===== config.mk =====
export PLATFORM = sky130hd
export DESIGN_NAME = ifetch_unit_flat
export DESIGN_NICKNAME = d
export VERILOG_FILES = /design/src/rtl/ifetch_unit_if.sv /design/src/rtl/ifetch_unit.sv /design/src/flat_wrapper.sv
export SDC_FILE = /design/constraint.sdc
export NUM_CORES = 1
export LEC_CHECK = 0
export ABC_AREA = 1
export CORE_MARGIN = 5
export CORE_UTILIZATION = 30
export CTS_BUF_LIST = sky130_fd_sc_hd__clkbuf_4 sky130_fd_sc_hd__clkbuf_8
export DETAILED_ROUTE_END_ITERATION = 10
export PLACE_DENSITY_LB_ADDON = 0.3
export SETUP_SLACK_MARGIN = 0.15
export SLEW_MARGIN = 20
export SYNTH_ARGS = -nofsm -noshare
export SYNTH_HDL_FRONTEND = slang
export SYNTH_SLANG_ARGS = --single-unit

===== constraint.sdc =====
create_clock -name clk -period 4.1 [get_ports clk]
set_input_delay 1.23 -clock clk [delete_from_list [all_inputs] [get_ports clk]]
set_output_delay 1.23 -clock clk [all_outputs]
set_load 0.01 [all_outputs]

===== src/rtl/ifetch_unit_if.sv =====
// Instruction-memory request/acknowledge bus between the fetch unit (master) and memory (slave).
interface ifetch_unit_if #(
  parameter int unsigned AW = 16,
  parameter int unsigned DW = 32
);
  logic          req;
  logic [AW-1:0] addr;
  logic          ack;
  logic [DW-1:0] rdata;

  modport master (
    output req,
    output addr,
    input  ack,
    input  rdata
  );

  modport slave (
    input  req,
    input  addr,
    output ack,
    output rdata
  );
endinterface


===== src/rtl/ifetch_unit.sv =====
// Instruction fetch unit: owns PC and IR, issues one memory request per fetch_req,
// applies branch loads and stops fetching once an HLT opcode is loaded.
module ifetch_unit #(
  parameter int unsigned   AW       = 16,
  parameter int unsigned   DW       = 32,
  parameter logic [AW-1:0] RESET_PC = '0,
  parameter logic [3:0]    HLT_OP   = 4'd15
) (
  input  logic          clk,
  input  logic          rst,
  input  logic          fetch_req,
  input  logic          br_load,
  input  logic [AW-1:0] br_addr,
  ifetch_unit_if.master im,
  output logic [DW-1:0] ir,
  output logic [3:0]    opcode,
  output logic [3:0]    mm,
  output logic [AW-1:0] pc,
  output logic          ir_valid,
  output logic          busy,
  output logic          halted,
  output logic          fetch_ovr
);

  typedef enum logic [0:0] {StIdle, StWait} state_e;

  state_e        state_q;
  logic          br_pend_q;
  logic [AW-1:0] br_tgt_q;

  assign opcode = ir[31:28];
  assign mm     = ir[27:24];

  always_ff @(posedge clk or posedge rst) begin
    if (rst) begin
      state_q   <= StIdle;
      pc        <= RESET_PC;
      ir        <= '0;
      im.req    <= 1'b0;
      im.addr   <= RESET_PC;
      ir_valid  <= 1'b0;
      busy      <= 1'b0;
      halted    <= 1'b0;
      fetch_ovr <= 1'b0;
      br_pend_q <= 1'b0;
      br_tgt_q  <= '0;
    end else begin
      ir_valid <= 1'b0;
      unique case (state_q)
        StIdle: begin
          if (fetch_req && !halted) begin
            im.addr <= br_load ? br_addr : pc;
            im.req  <= 1'b1;
            busy    <= 1'b1;
            state_q <= StWait;
          end else if (fetch_req) begin
            fetch_ovr <= 1'b1;
          end
          if (br_load) begin
            pc <= br_addr;
          end
        end
        StWait: begin
          if (fetch_req) begin
            fetch_ovr <= 1'b1;
          end
          if (im.ack) begin
            ir        <= im.rdata;
            // A branch arriving with the ack takes priority over an older pending one.
            if (br_load) begin
              pc <= br_addr;
            end else if (br_pend_q) begin
              pc <= br_tgt_q;
            end else begin
              pc <= im.addr + AW'(1);
            end
            br_pend_q <= 1'b0;
            im.req    <= 1'b0;
            busy      <= 1'b0;
            ir_valid  <= 1'b1;
            if (im.rdata[31:28] == HLT_OP) begin
              halted <= 1'b1;
            end
            state_q <= StIdle;
          end else if (br_load) begin
            br_pend_q <= 1'b1;
            br_tgt_q  <= br_addr;
          end
        end
        default: state_q <= StIdle;
      endcase
    end
  end

endmodule


===== src/flat_wrapper.sv =====
// flat-port wrapper written by rule: the top's interface ports become plain ports
module ifetch_unit_flat 
#(
  parameter int unsigned   AW       = 16,
  parameter int unsigned   DW       = 32,
  parameter logic [AW-1:0] RESET_PC = '0,
  parameter logic [3:0]    HLT_OP   = 4'd15
)
  (clk, rst, fetch_req, br_load, br_addr, ir, opcode, mm, pc, ir_valid, busy, halted, fetch_ovr, im_req, im_addr, im_ack, im_rdata);
  ifetch_unit_if #(.AW(AW), .DW(DW)) im_i ();
  input  logic clk;
  input  logic rst;
  input  logic fetch_req;
  input  logic br_load;
  input  logic [AW-1:0] br_addr;
  output logic [DW-1:0] ir;
  output logic [3:0] opcode;
  output logic [3:0] mm;
  output logic [AW-1:0] pc;
  output logic ir_valid;
  output logic busy;
  output logic halted;
  output logic fetch_ovr;
  output wire logic [$bits(im_i.req)-1:0] im_req;
  output wire logic [$bits(im_i.addr)-1:0] im_addr;
  input wire logic [$bits(im_i.ack)-1:0] im_ack;
  input wire logic [$bits(im_i.rdata)-1:0] im_rdata;
  assign im_req = im_i.req;
  assign im_addr = im_i.addr;
  assign im_i.ack = im_ack;
  assign im_i.rdata = im_rdata;
  ifetch_unit #(.AW(AW), .DW(DW), .RESET_PC(RESET_PC), .HLT_OP(HLT_OP)) u_core (.clk(clk), .rst(rst), .fetch_req(fetch_req), .br_load(br_load), .br_addr(br_addr), .im(im_i), .ir(ir), .opcode(opcode), .mm(mm), .pc(pc), .ir_valid(ir_valid), .busy(busy), .halted(halted), .fetch_ovr(fetch_ovr));
endmodule

==> run_results.csv, run 1 <==
group,metric,value,unit
synthesis,synth_seq_cells,86,
grt,antenna_found_initial,0,
placement,gp_congestion,0.846,
sta,min_period,2.94,ns
synthesis,synth.distinct_cells,30,
finish,finish.net_count,687,
placement,dp_hpwl,9210,µm
setup_path,crit_required,4.36,ns
clock_network,htreeDepth,3,
floorplanning,initial_core_util,30.7,%
clock_network,clockBufferDepth,2,
pwr,leakage,0.00262,µW
setup_path,crit_path_max_fanout,16,
finish,final_area,0.00570,mm²
synthesis,yosysTopAreaCellShare,52.5,%
floorplanning,io_pins,130,
grt,grt.overflow.total,0,
pwr,peakVddDrop,0.000348,V
grt,grt_pass1_wl,20900,µm
pwr,power.share.switching,38.8,%
placement,dpl.cell_count,798,
run_status,run_status,"finished clean",
setup_path,ff2ff_path_depth,6,
pwr,pwr-share-clk,15.5,%
pwr,switchingPower,1560,µW
sta,drv_slew,0,
setup_path,crit_type,"in2reg",
placement,portBuffers,129,
setup_path,crit-reg2reg-launch,"u_core.state_q",
route,route.detailed.drc,0,
sta,hold_viol_final,0,
synthesis,synth_edf_count,0,
sta,fmax,0.340,GHz
synthesis,synth_area_per_cell,7.92,µm²
clock_network,clk_pin_slew,0.09,ns
clock_network,cts_tree,"built",
placement,dpl-instance-area,0.00550,mm²
hold_path,hp-class,"reg2reg",
synthesis,netlist_top_cells_count,"nand2_1, dfrtp_1, nor2_1",
sta,relSlewSlack,36.8,%
finish,area_growth,39.0,%
floorplanning,fp.dieH,127,µm
grt,grt_max_degree,87,
synthesis,yosys_warnings,0,
route,via_per_inst,4.82,
synthesis,syn_nets,572,
clock_network,cts_buffers,9,
route,first_pass_iters,5,
clock_network,postCtsSetupRepairBufs,0,
synthesis,synth_flop_cell,"dfrtp_1",
clock_network,insertion_delay,0.37,ns
sta,setup_slack,1.16,ns
sta,tightest_slew,0.943,ns
pwr,power_density,706,mW/mm²
floorplanning,core-area,0.0133,mm²
synthesis,synthMostInstantiatedCell,"nand2_1",
synthesis,async_reset_ff_share,100,%
grt,grt_use_total,16.5,%
synthesis,ys_seq_area_share,52.5,%
sta,fin_crit_sh,71.7,%
pwr,p_comb_share,44.7,%
placement,pre_cts_slack,0.777,ns
route,drt-total-wl,13000,µm
route,first_iter_violations,309,
grt,grt_pass1_vias,3961,
setup_path,cp-end-kind,"flip-flop",
synthesis,syn_inst,518,
finish,fillers,1392,
clock_network,clock_sinks,86,
route,drtAntennaViolNets,0,
finish,drive_gt1_share,5.80,%
clock_network,cts_root_buf,"clkbuf_8",
hold_path,min_from,"u_core.fetch_ovr",
synthesis,synth_area_leaders,"dfrtp_1, nand2_1, o21ai_0",
clock_network,holdBufCountCts,0,
finish,diodes,0,
finish,finalNonFillerCells,814,
clock_network,ctsResizeCount,0,
setup_path,cp-start-kind,"input pin",
hold_path,whs_path_depth,1,
route,vias,3920,
sta,skew,0.0115,ns
floorplanning,rows,42,
finish,final_core_util,42.7,%
synthesis,yosysTopAreaCell,"dfrtp_1",
floorplanning,design.die.area,0.0161,mm²
pwr,internal_power,2460,µW
floorplanning,die_w,127,µm
run,cap_violations,0,
route,wl_per_cell,16.0,µm
pwr,pwr-share-seq,39.8,%
setup_path,cp-startpoint,"br_load",
sta,rsz0062_at_grt,"no",
synthesis,syn_area,0.00410,mm²
sta,fin_tns_setup,0,ns
setup_path,critPathArrivalTime,3.20,ns
sta,setup_viol,0,
-- critical path, stage by stage --
cell             delay [ns]
clkdlybuf4s50_1        0.98
inv_2                  0.35
a21boi_0               0.36
a21oi_1                0.07
nor2_1                 0.12
a21oi_1                0.07
-- final cells by class --
cell class              instances  area, µm²  area share, %
flip-flops and latches         86       2150           37.7
multi-input cells             365       1650           28.9
repair buffers                134       1340           23.5
well taps                     176        220           3.86
clock buffers                  13        154           2.70
inverters                      37        140           2.46
clock inverters                 3       43.8          0.768
-- metrics by stage --
stage               total power, µW  hold slack, ns
floorplan                      2430           0.466
global placement               3400           0.460
detailed placement             3430           0.464
CTS                            4080           0.488
global route                   4320           0.502
finish                         4030           0.484
-- metal layers --
layer,vias to the layer above,global-route usage [%],routed length (µm)
li1,1887,-,-
met1,1857,20.9,5530
met2,163,25.7,5990
met3,13,6.68,1300
met4,0,5.49,171
met5,-,0,0
-- cells by family (layout without fill, tap and decap cells) --
kind of cell | count (synthesis) | count (layout) | synth area share [%]
simple gates | 266 | 266 | 25.9
compound gates | 92 | 92 | 12.6
flops | 86 | 86 | 52.5
buf+inv | 67 | 187 | 7.44
xor+xnor | 6 | 6 | 1.28
fa+ha+maj | 1 | 1 | 0.305
-- path summary, 6_finish.rpt --
path / endpoint / slack (ns)
max: u_core.pc[14] / 1.16
min: u_core.fetch_ovr / 0.48
max reg2reg: u_core.pc[12] / 1.80
min reg2reg: u_core.fetch_ovr / 0.48
max in group asynchronous: u_core.im.addr[11] / 2.43
min in group asynchronous: u_core.ir[12] / 1.24
-- layout by cell type, fill, tap and decap left out, drive strengths merged, types with 4 or more instances in the layout --
cell type	count
nand3	17
xor2	5
o21ai	33
o22ai	14
nand4	4
clkdlybuf4s50	129
nand2	202
a21oi	28
dfrtp	86
clkbuf	13
a21boi	5
nor2	40
inv	36
buf	5
a22oi	4
-- power by group through the flow --
stage	clock, µW	combinational (µW)	sequential (µW)
floorplan	0	798	1630
global placement	0	1790	1600
detailed placement	0	1820	1610
CTS	642	1830	1610
global route	681	1980	1660
finish	622	1800	1600
-- registers in the layout, indices dropped and copies added, names as in the netlist --
register,cells
u_core.im.req,1
u_core.state_q,1
u_core.ir_valid,1
u_core.halted,1
u_core.pc,16
u_core.br_pend_q,1
u_core.ir,32
u_core.br_tgt_q,16
u_core.im.addr,16
u_core.fetch_ovr,1
Note: power is estimated with default switching activity, not from simulation.
==> inputs of run 2 (changes only) <==
==> constraint.sdc (replaced) <==
create_clock -name clk -period 2.61 [get_ports clk]
set_input_delay 0.783 -clock clk [delete_from_list [all_inputs] [get_ports clk]]
set_output_delay 0.783 -clock clk [all_outputs]
set_load 0.01 [all_outputs]
==> run 2 against run 1 <==
  * Critical path depth shrank 5
  * Clock power grew 55%
  * Global-route usage shrank 0.077 points
  * Worst setup slack lost 0.78 ns
  * Die area is the same
  * Wire length shrank 0.92%
  * Critical path type is now reg2out
==> run_results.csv, run 2 (synthesis gave the netlist of run 1 again) <==
group,metric,value,unit
run_status,run_status,"finished clean",
grt,grt_max_degree,87,
finish,final_area,0.00579,mm²
sta,whs,0.482,ns
route,drt-total-wl,12900,µm
placement,dp_hpwl,9430,µm
floorplanning,rows,42,
placement,gp_congestion,0.875,
hold_path,hp-class,"reg2reg",
clock_network,postCtsSetupRepairBufs,0,
pwr,peakVddDrop,0.000559,V
clock_network,holdBufCountCts,0,
clock_network,insertion_delay,0.37,ns
route,first_iter_violations,322,
sta,rsz0062_at_grt,"no",
setup_path,crit_family,"buffers and inverters",
setup_path,ff2ff_setup_slack,0.74,ns
sta,skew,0.0105,ns
pwr,power_density,1100,mW/mm²
sta,min_period,2.23,ns
clock_network,htreeDepth,3,
route,wl_per_cell,15.7,µm
sta,hold_viol_final,0,
floorplanning,design.die.area,0.0161,mm²
clock_network,clock_sinks,86,
clock_network,cts_buffers,9,
grt,grt_pass1_wl,21000,µm
clock_network,clockBufferDepth,2,
finish,layout_common_cells,"nand2_1, clkdlybuf4s50_1, dfrtp_1",
grt,grtUsageMet2,25.7,%
finish,area_growth,41.1,%
clock_network,cts_root_buf,"clkbuf_8",
grt,grt_use_total,16.4,%
floorplanning,die_w,127,µm
grt,grt.overflow.total,0,
setup_path,path_cells,"clkdlybuf4s50_1",
sta,relSlewSlack,55.5,%
grt,use_met3,7.69,%
route,route.detailed.drc,0,
setup_path,crit_required,1.83,ns
route,first_pass_iters,5,
setup_path,crit_type,"reg2out",
setup_path,cpMaxStageDelayCell,"clkdlybuf4s50_1",
finish,largest_reg_flops,32,
finish,regMostFlops,"u_core.ir",
clock_network,clk_pin_slew,0.09,ns
sta,drv_slew,0,
setup_path,critPathArrivalTime,1.44,ns
floorplanning,fp.dieH,127,µm
grt,grt_most_used_layer,"met2",
run,cap_violations,0,
floorplanning,core-area,0.0133,mm²
route,drtAntennaViolNets,0,
setup_path,cp-end-kind,"output port",
setup_path,path_buf_inv,1,
setup_path,cp_slowest_stage_delay,0.60,ns
floorplanning,initial_core_util,30.7,%
hold_path,whs_path_depth,1,
route,vias,3881,
floorplanning,io_pins,130,
setup_path,critical_path_cell_count,1,
setup_path,cp-start-kind,"flip-flop",
grt,grt_use_met1,20.2,%
placement,dpl-instance-area,0.00559,mm²
sta,tightest_slew,0.667,ns
grt,antenna_found_initial,0,
sta,fmax,0.449,GHz
finish,finish.net_count,695,
sta,fin_crit_sh,85.4,%
setup_path,crit_path_max_fanout,7,
finish,diodes,0,
grt,grt_pass1_vias,4162,
clock_network,cts_tree,"built",
sta,fin_tns_setup,0,ns
finish,fillers,1333,
clock_network,ctsResizeCount,0,
sta,setup_viol,0,
route,via_per_inst,4.72,
finish,final_common_cell,"nand2_1",
setup_path,ff2ff_path_depth,6,
pwr,leakage,0.00266,µW
finish,drive_gt1_share,6.97,%
placement,portBuffers,129,
[run 2: cell count changes in the layout (fill, tap and decap cells not counted), sizes merged]
cell      change
buf           +8
clkinvlp      +3
clkbuf        -2
clkinv        -1
[run 2: path summary, 6_finish.rpt]
check                                   end              start
hold / removal             u_core.fetch_ovr   u_core.fetch_ovr
min in group asynchronous      u_core.ir[4]                rst
setup / recovery                 im_addr[2]  u_core.im.addr[2]
max in group asynchronous      u_core.pc[9]                rst
hold reg to reg            u_core.fetch_ovr   u_core.fetch_ovr
setup reg to reg               u_core.pc[5]     u_core.state_q
[run 2: metal layers]
metal	part of all wire, %	routed length, µm	vias to the layer above
met5	0	0	-
met4	2.3	290	0
met3	10	1320	21
met2	45	5760	158
met1	43	5510	1801
li1	-	-	1901
[run 2: power by group]
group / internal (µW) / switching [µW] / leakage, µW / total (µW)
combinational: 1480 / 1410 / 0.00150 / 2890
clock: 466 / 499 / 0.0000968 / 965
sequential: 1940 / 555 / 0.00106 / 2490
[run 2: final cells by class]
| type | instances | area, µm² | area share, % |
|---|---|---|---|
| well taps | 176 | 220 | 3.80 |
| clock buffers | 11 | 139 | 2.40 |
| repair buffers | 142 | 1430 | 24.6 |
| flip-flops and latches | 86 | 2150 | 37.2 |
| inverters | 37 | 143 | 2.46 |
| multi-input cells | 365 | 1650 | 28.5 |
| clock inverters | 5 | 58.8 | 1.02 |
[run 2: per-stage QoR]
step / setup WS (ns) / std cells / utilization, % / power, µW
final: 0.382 / 822 / 43.4 / 6350
after global routing: 0.305 / 822 / 43.4 / 6830
after CTS: 0.338 / 822 / 43.4 / 6430
after detailed placement: 0.127 / 806 / 41.9 / 5430
after global placement: 0.238 / 806 / 41.9 / 5370
after floorplan: 0.833 / 518 / - / 3820
==> inputs of run 3 (changes only) <==
--- a/config.mk
+++ b/config.mk
@@ -9,6 +9,7 @@
 export CORE_MARGIN = 5
 export CORE_UTILIZATION = 30
 export CTS_BUF_LIST = sky130_fd_sc_hd__clkbuf_4 sky130_fd_sc_hd__clkbuf_8
+export CTS_CLUSTER_SIZE = 25
 export DETAILED_ROUTE_END_ITERATION = 10
 export PLACE_DENSITY_LB_ADDON = 0.3
 export SETUP_SLACK_MARGIN = 0.15
==> constraint.sdc (replaced) <==
create_clock -name clk -period 2.7 [get_ports clk]
set_input_delay 0.81 -clock clk [delete_from_list [all_inputs] [get_ports clk]]
set_output_delay 0.81 -clock clk [all_outputs]
set_load 0.01 [all_outputs]
==> run 3 against run 2 <==
  * Non-clock buffer count unchanged
  * Final cell count unchanged
  * Design area is 0.97% higher
  * Count of clock-buffer cells in the layout increased by 1
  * Die area stayed put
  * Wire length is 0.28% lower
  * Sequential share of layout area is 0.36 points lower
  * Sequential power shrank 3%
  * Global-route usage shrank 0.092 points
  * Via count increased by 1.9%
  * Clock power up 12%
  * Core utilization up 0.42 points
  * Critical endpoint is now im_addr[7]
  * Largest cell class unchanged
==> run_results.csv, run 3 (synthesis gave the netlist of run 1 again) <==
group,metric,value,unit
run_status,run_status,"finished clean",
grt,grt_pass1_wl,20900,µm
setup_path,cp-start-kind,"flip-flop",
sta,setup_viol,0,
setup_path,crit_path_max_fanout,5,
clock_network,ctsResizeCount,0,
placement,gp_congestion,0.877,
clock_network,clock_sinks,86,
clock_network,cts_buffers,9,
clock_network,htreeDepth,3,
sta,fmax,0.445,GHz
pwr,switchingPower,2370,µW
grt,grt_use_total,16.3,%
finish,layout_common_cells,"nand2_1, clkdlybuf4s50_1, dfrtp_1",
pwr,power_density,1070,mW/mm²
sta,tightest_slew,0.666,ns
route,via_per_inst,4.81,
setup_path,ff2ff_setup_slack,0.80,ns
finish,regMostFlops,"u_core.ir",
clock_network,holdBufCountCts,0,
placement,portBuffers,129,
floorplanning,die_w,127,µm
setup_path,crit_required,1.89,ns
grt,grt_max_degree,35,
route,vias,3956,
clock_network,insertion_delay,0.37,ns
finish,drive_gt1_share,6.97,%
sta,drv_slew,0,
pwr,total_power,6270,µW
clock_network,clk_pin_slew,0.09,ns
finish,finish.net_count,695,
pwr,pwr-share-seq,38.4,%
floorplanning,initial_core_util,30.7,%
route,route.detailed.drc,0,
setup_path,critPathArrivalTime,1.43,ns
route,first_pass_iters,5,
setup_path,crit_type,"reg2out",
pwr,leakage,0.00268,µW
hold_path,hp-class,"reg2reg",
route,first_iter_violations,397,
setup_path,cp-end-kind,"output port",
sta,fin_crit_sh,83.1,%
clock_network,postCtsSetupRepairBufs,0,
sta,min_period,2.24,ns
finish,final_core_util,43.8,%
sta,fin_tns_setup,0,ns
clock_network,cts_root_buf,"clkbuf_8",
route,drt-total-wl,12800,µm
route,drtAntennaViolNets,0,
setup_path,path_buf_inv,1,
finish,final_common_cell,"nand2_1",
route,wl_per_cell,15.6,µm
setup_path,crit_family,"buffers and inverters",
sta,skew,0.0125,ns
clock_network,cts_tree,"built",
run,cap_violations,0,
pwr,pwr-share-clk,17.2,%
sta,rsz0062_at_grt,"no",
finish,diodes,0,
grt,antenna_found_initial,0,
placement,dp_hpwl,9450,µm
floorplanning,io_pins,130,
floorplanning,fp.dieH,127,µm
setup_path,cp_slowest_stage_delay,0.60,ns
clock_network,clockBufferDepth,2,
pwr,power.share.switching,37.8,%
setup_path,path_cells,"clkdlybuf4s50_1",
grt,grt_pass1_vias,4116,
grt,grt.overflow.total,0,
pwr,p_comb_share,44.3,%
floorplanning,rows,42,
pwr,internal_power,3900,µW
pwr,peakVddDrop,0.000505,V
sta,whs,0.489,ns
floorplanning,core-area,0.0133,mm²
floorplanning,design.die.area,0.0161,mm²
finish,fillers,1358,
finish,largest_reg_flops,32,
sta,hold_viol_final,0,
finish,area_growth,42.5,%
sta,relSlewSlack,55.6,%
setup_path,cpMaxStageDelayCell,"clkdlybuf4s50_1",
[run 3: path summary, 6_finish.rpt]
check | from | to | cells past startpoint
max | u_core.im.addr[7] | im_addr[7] | 1
min | u_core.ir[23] | u_core.ir[23] | 2
max reg2reg | u_core.state_q | u_core.pc[5] | 6
min reg2reg | u_core.ir[23] | u_core.ir[23] | 2
max in group asynchronous | rst | u_core.br_tgt_q[6] | 3
min in group asynchronous | rst | u_core.ir[4] | 2
[run 3: layer usage]
| metal | wire (µm) | share of wire [%] | up-vias | track usage, % |
|---|---|---|---|---|
| met5 | 0 | 0 | - | 0 |
| met4 | 343 | 2.7 | 0 | 7.19 |
| met3 | 1330 | 10 | 22 | 6.26 |
| met2 | 5830 | 45 | 173 | 25.3 |
| met1 | 5330 | 42 | 1862 | 20.3 |
| li1 | - | - | 1899 | - |
[run 3: metrics by stage]
step,cell area [µm²],instances,setup WS [ns]
2_1_floorplan,4110,518,0.896
3_3_place_gp,5600,806,0.254
3_5_place_dp,5600,806,0.173
4_1_cts,5850,822,0.414
5_1_grt,5850,822,0.383
6_report,5850,822,0.455
[run 3: final cells by class]
type	count	area [µm²]	area share, %
repair buffers	142	1440	24.6
clock buffers	12	165	2.83
flip-flops and latches	86	2150	36.8
clock inverters	4	76.3	1.31
inverters	37	143	2.44
multi-input cells	365	1650	28.2
well taps	176	220	3.77
[run 3: power by group through the flow]
stage,clock network (µW),logic [µW],registers (µW)
after floorplan,0,1210,2480
after global placement,0,2780,2400
after detailed placement,0,2820,2420
after CTS,1110,2830,2410
after global routing,1170,3070,2500
final,1080,2780,2410
==> RTL change 1, RTL diff (flow settings as in run 2) <==
`AW` is set to 16 in 3 places; all go to 14.
--- a/src/rtl/ifetch_unit_if.sv
+++ b/src/rtl/ifetch_unit_if.sv
@@ -2,3 +2,3 @@
 interface ifetch_unit_if #(
-  parameter int unsigned AW = 16,
+  parameter int unsigned AW = 14,
   parameter int unsigned DW = 32
--- a/src/rtl/ifetch_unit.sv
+++ b/src/rtl/ifetch_unit.sv
@@ -3,3 +3,3 @@
 module ifetch_unit #(
-  parameter int unsigned   AW       = 16,
+  parameter int unsigned   AW       = 14,
   parameter int unsigned   DW       = 32,
--- a/src/flat_wrapper.sv
+++ b/src/flat_wrapper.sv
@@ -3,3 +3,3 @@
 #(
-  parameter int unsigned   AW       = 16,
+  parameter int unsigned   AW       = 14,
   parameter int unsigned   DW       = 32,
Ports: changed (resized br_addr, im_addr and pc); port bits go from 130 to 124. The function was not compared with the original's and may differ.
==> RTL change 1 against run 2 <==
- sequential cell count is 6 lower
- worst setup slack hardly changed
- area after synthesis is 7.3% lower
- cell count is 6.6% lower
- sequential power is 8.0% lower
- die area is 6.7% lower
- wire length is 7.9% lower
- first-iteration DRC count is 41% lower
- design area is 6.2% lower
- non-clock buffer count is 4 lower
- total power is 6.0% lower
- global-route usage is 0.10 points higher
- largest power group unchanged
- highest routed layer unchanged
==> RTL change 1: results (changes against run 2) <==
* Outcome: finished clean
* Largest cells by area after synthesis: dfrtp_1 53%, nand2_1 18%, a21oi_1 3.3%
* Average wire per standard cell at 15.4 um (-1.4%)
* I/O Buffers at 123 (-4.7%)
* RePlAce Congestion at 0.826 (-5.6%)
* Fin cells at 768 (-6.6%)
* Yosys warning count at 0 (unchanged)
* Leakage at 2.52 nW (-5.1%)
* Main synth FF type: dfrtp_1
* Worst vdd ir at 0.456 mV (-18%)
* Diode count at 0 (unchanged)
* Commonest cells post-synth: 186 x nand2_1, 80 x dfrtp_1, 30 x inv_1
* Worst Reg2Reg Path Length in Cells at 6 (unchanged)
* Seq. pwr at 2.29 mW (-8.0%)
* Detailed-route via count at 3537 (-8.9%)
* Worst slew margin at 0.607 (+0.0519)
* CTS-repair resized insts at 0 (unchanged)
* Post-Place Setup Slack at 0.190 ns (+0.0634 ns)
* HP Class: reg -> reg
* RR Startpoint: u_core.state_q
* Syn nets at 522 (-8.7%)
* Most flops, register: u_core.ir
* DRT Pass-1 Iters at 6 (+1)
* Share of cells above drive strength 1 at 0.0772 (+0.00752)
* CP top delay family: buffers and inverters
* Cell count after placement at 752 (-6.7%)
* Largest net degree at the start of global routing at 36 (-59%)
* # fillers at 1301 (-2.4%)
* Synth cell types at 32 (+6.7%)
* Hold path start: u_core.ir[19]
* Crit path DAT at 1.44 ns (about the same)
* Hold Worst Slack at 0.483 ns (+0.00187 ns)
* Sw frac at 0.377 (-0.0114)
* Post-DP HPWL at 8610 um (-8.7%)
* Syn Area/Cell at 8.09 um^2 (+2.2%)
* Placed Area at 0.00523 mm^2 (-6.5%)
* Net Sw Power at 2.25 mW (-8.8%)
* Global-route usage over all layers at 0.165 (+0.00103)
* Sequential share of the synthesized area at 0.526 (+0.00177)
* Worst-Skew Late Latency at 0.36 ns
* CTS buffer count at 9 (unchanged)
* Reg-to-Reg End: u_core.pc[6]
* Postcts setup bufs at 0 (unchanged)
* WHS Path Cells at 2 (+1)
* Global-route wire length before repair at 19100 um (-9.2%)
* DRT iter0 DRCs at 189 (-41%)
* Final Skew at 0.00759 ns (-0.00287 ns)
* Comb pwr share at 0.454 (about the same)
* Largest fanout on the critical path at 6 (-1)
* Number of global-route vias before repair at 3705 (-11%)
* Hold Path End: u_core.ir[19]
* FF-to-FF setup slack at 0.84 ns (+0.10 ns)
* Nets at 643 (-7.5%)
* Setup Viol. Count Final at 0 (unchanged)
[RTL change 1: changes by cell type in the layout (fill, tap and decap cells not counted), moves of 4 or more]
cell and change:
nand2_1 -12, dfrtp_1 -6, nor2_1 -11, o21ai_0 -7, a21boi_0 +4, clkdlybuf4s50_1 -6
[RTL change 1: routing by layer]
layer  wire (um)  part of all wire  up-vias  track usage
met5           0                 0        -            0
met4         170             0.014        0       0.0581
met3        1240              0.10       11       0.0585
met2        5470              0.46      148        0.262
met1        4980              0.42     1639        0.209
li1            -                 -     1739            -
[RTL change 1: kinds of logic (layout without fill, tap and decap cells)]
| family | count (synthesis) | in the layout | share of synthesized area |
|---|---|---|---|
| simple gates | 239 | 239 | 0.255 |
| compound gates | 84 | 84 | 0.126 |
| fa+ha+maj | 1 | 1 | 0.00329 |
| buf+inv | 62 | 188 | 0.0809 |
| flops | 80 | 80 | 0.526 |
| xor+xnor | 4 | 4 | 0.00921 |
[RTL change 1: area by class of cell]
class | instances | area, um^2 | share of cell area
repair buffers | 138 | 1380 | 0.254
flip-flops and latches | 80 | 2000 | 0.368
clock buffers | 13 | 166 | 0.0306
multi-input cells | 328 | 1490 | 0.275
inverters | 34 | 134 | 0.0246
clock inverters | 3 | 40.0 | 0.00737
well taps | 172 | 215 | 0.0396
[RTL change 1: worst max-delay path by stage]
stage | startpoint | to | slack [ns] | cells past startpoint
CTS | u_core.im.addr[7] | im_addr[7] | 0.33 | 1
detailed placement | br_load | u_core.pc[7] | 0.19 | 6
floorplan | rst | u_core.br_pend_q | 0.92 | 1
global placement | br_load | u_core.pc[6] | 0.26 | 6
global route | u_core.im.addr[7] | im_addr[7] | 0.30 | 1
finish | u_core.im.addr[7] | im_addr[7] | 0.38 | 1
==> RTL change 2, RTL diff (settings of run 2) <==
Made on the original files. Reset style: synchronous (`rst`), changed in one clocked block.
--- a/src/rtl/ifetch_unit.sv
+++ b/src/rtl/ifetch_unit.sv
@@ -33,3 +33,3 @@
 
-  always_ff @(posedge clk or posedge rst) begin
+  always_ff @(posedge clk) begin
     if (rst) begin
Behaviour: differs if rst is asserted again (counterexample within 4 cycles, from zero or initial values and one cycle with rst high); with rst held inactive, the same outputs for 4 cycles.
==> RTL change 2 against run 2 <==
- clock skew up 0.00065 ns
- sequential cell count is the same
- worst setup slack gained 0.056 ns
- design area down 4.5%
- highest routed layer unchanged
- area after synthesis down 4.8%
- wire length fell by 3.1%
- largest cell class is now multi-input gates
Power is not compared: it rests on default switching activity, and its combinational part moved more than twofold at a synthesized area within 25%.
==> RTL change 2: results (changes against run 2) <==
* WHS Path Cells at 2 (+1)
* Crit path DAT at 1.39 ns (-0.05 ns)
* Clock transition at path regs at 0.08 ns
* CP top delay family: buffers and inverters
* Global-route wire length before repair at 19700 um (-6.1%)
* Leakage at 2.31 nW
* Main synth FF type: dfxtp_1
* Average wire per standard cell at 14.7 um (-6.4%)
* Postcts setup bufs at 0 (unchanged)
* Clock H-tree levels at 3 (unchanged)
* Fin cells at 851 (+3.5%)
* Sw frac at 0.269
* Max reg flops at 32 (unchanged)
* Syn nets at 615 (+7.5%)
* Tightest Pin Transition at 0.840 ns (+0.173 ns)
* # fillers at 1322 (-0.83%)
* Most flops, register: u_core.ir
* Final Skew at 0.0111 ns (+0.000653 ns)
* Worst vdd ir at 0.276 mV
* Nets at 728 (+4.7%)
* Share of cells above drive strength 1 at 0.0560 (-0.0137)
* Cell count after placement at 835 (+3.6%)
* Clock root cell: clkbuf_8
* Sequential share of the synthesized area at 0.441 (-0.0838)
* Crit path max-delay cell type: clkdlybuf4s50_1
* RePlAce Congestion at 0.888 (+1.5%)
* Synth cell types at 28 (-6.7%)
* I/O Buffers at 129 (unchanged)
* Post-DP HPWL at 9340 um (-1.0%)
* Largest net degree at the start of global routing at 35 (-60%)
* DRT iter0 DRCs at 224 (-30%)
* Worst-Skew Late Latency at 0.35 ns (-0.02 ns)
* Max stage delay on crit path at 0.60 ns (about the same)
* Detailed-route via count at 4080 (+5.1%)
* Global-route usage over all layers at 0.162 (-0.00220)
* Yosys warning count at 0 (unchanged)
* Initial antenna violation count at 0 (unchanged)
* Outcome: finished clean
* CTS max path bufs at 2 (unchanged)
* FFs w/ async S/R, synth at 0 (-1.00)
* Largest cells by area after synthesis: dfxtp_1 44%, nand2_1 16%, nand3_1 7.4%
* Number of global-route vias before repair at 3922 (-5.8%)
* Commonest cells post-synth: 169 x nand2_1, 86 x dfxtp_1, 58 x nand3_1
* Syn Area/Cell at 6.96 um^2 (-12%)
* Largest fanout on the critical path at 7 (unchanged)
* HP Class: reg -> reg
[RTL change 2: cell count changes after synthesis, sizes merged, moves of 13 or more]
cell	before	now
dfrtp	86	0
dfxtp	0	86
o21ai	33	56
nand3	17	58
o22ai	14	1
nand2	202	171
[RTL change 2: tightest hold or removal path, stage by stage, from the launching register on]
cell and delay, ns:
dfxtp_1 0.32, nand3_1 0.07, nand2_1 0.05
[RTL change 2: layout make-up]
class	instances	area share
well taps	172	0.0389
multi-input cells	396	0.328
repair buffers	142	0.251
clock buffers	9	0.0224
clock inverters	7	0.0217
flip-flops and latches	86	0.311
inverters	39	0.0265
[RTL change 2: kinds of logic after synthesis]
group / Yosys count / share of synthesized area
buf+inv: 79 / 0.0951
compound gates: 110 / 0.153
simple gates: 283 / 0.303
xor+xnor: 2 / 0.00449
flops: 86 / 0.441
fa+ha+maj: 1 / 0.00320
[RTL change 2: worst paths after layout]
kind,end,slack (ns),from
setup / recovery,im_addr[2],0.44,u_core.im.addr[2]
hold / removal,u_core.ir[21],0.48,u_core.ir[21]
setup reg to reg,u_core.pc[3],0.80,u_core.br_pend_q
hold reg to reg,u_core.ir[21],0.48,u_core.ir[21]
[RTL change 2: through the flow]
step | instance area [um^2] | util | setup WS, ns | power [mW]
after floorplan | 3910 | - | 1.04 | 1.74
after global placement | 5290 | 0.417 | 0.354 | 2.05
after detailed placement | 5290 | 0.417 | 0.326 | 2.06
after CTS | 5530 | 0.436 | 0.405 | 3.20
after global routing | 5530 | 0.436 | 0.381 | 3.31
final | 5530 | 0.436 | 0.438 | 3.16
[RTL change 2: power groups by stage]
stage / Sequential [mW] / Combinational [mW] / Clock [mW]
after CTS: 1.46 / 0.571 / 1.17
after floorplan: 1.50 / 0.244 / 0
after global routing: 1.47 / 0.626 / 1.22
after detailed placement: 1.49 / 0.568 / 0
after global placement: 1.49 / 0.564 / 0
final: 1.46 / 0.567 / 1.14
[RTL change 2: metal layers]
metal / vias up / routed length, um / GRT usage
met1: 1813 / 5190 / 0.206
met2: 194 / 5580 / 0.252
met3: 19 / 1510 / 0.0595
met4: 0 / 202 / 0.0568
li1: 2054 / - / -
met5: - / 0 / 0
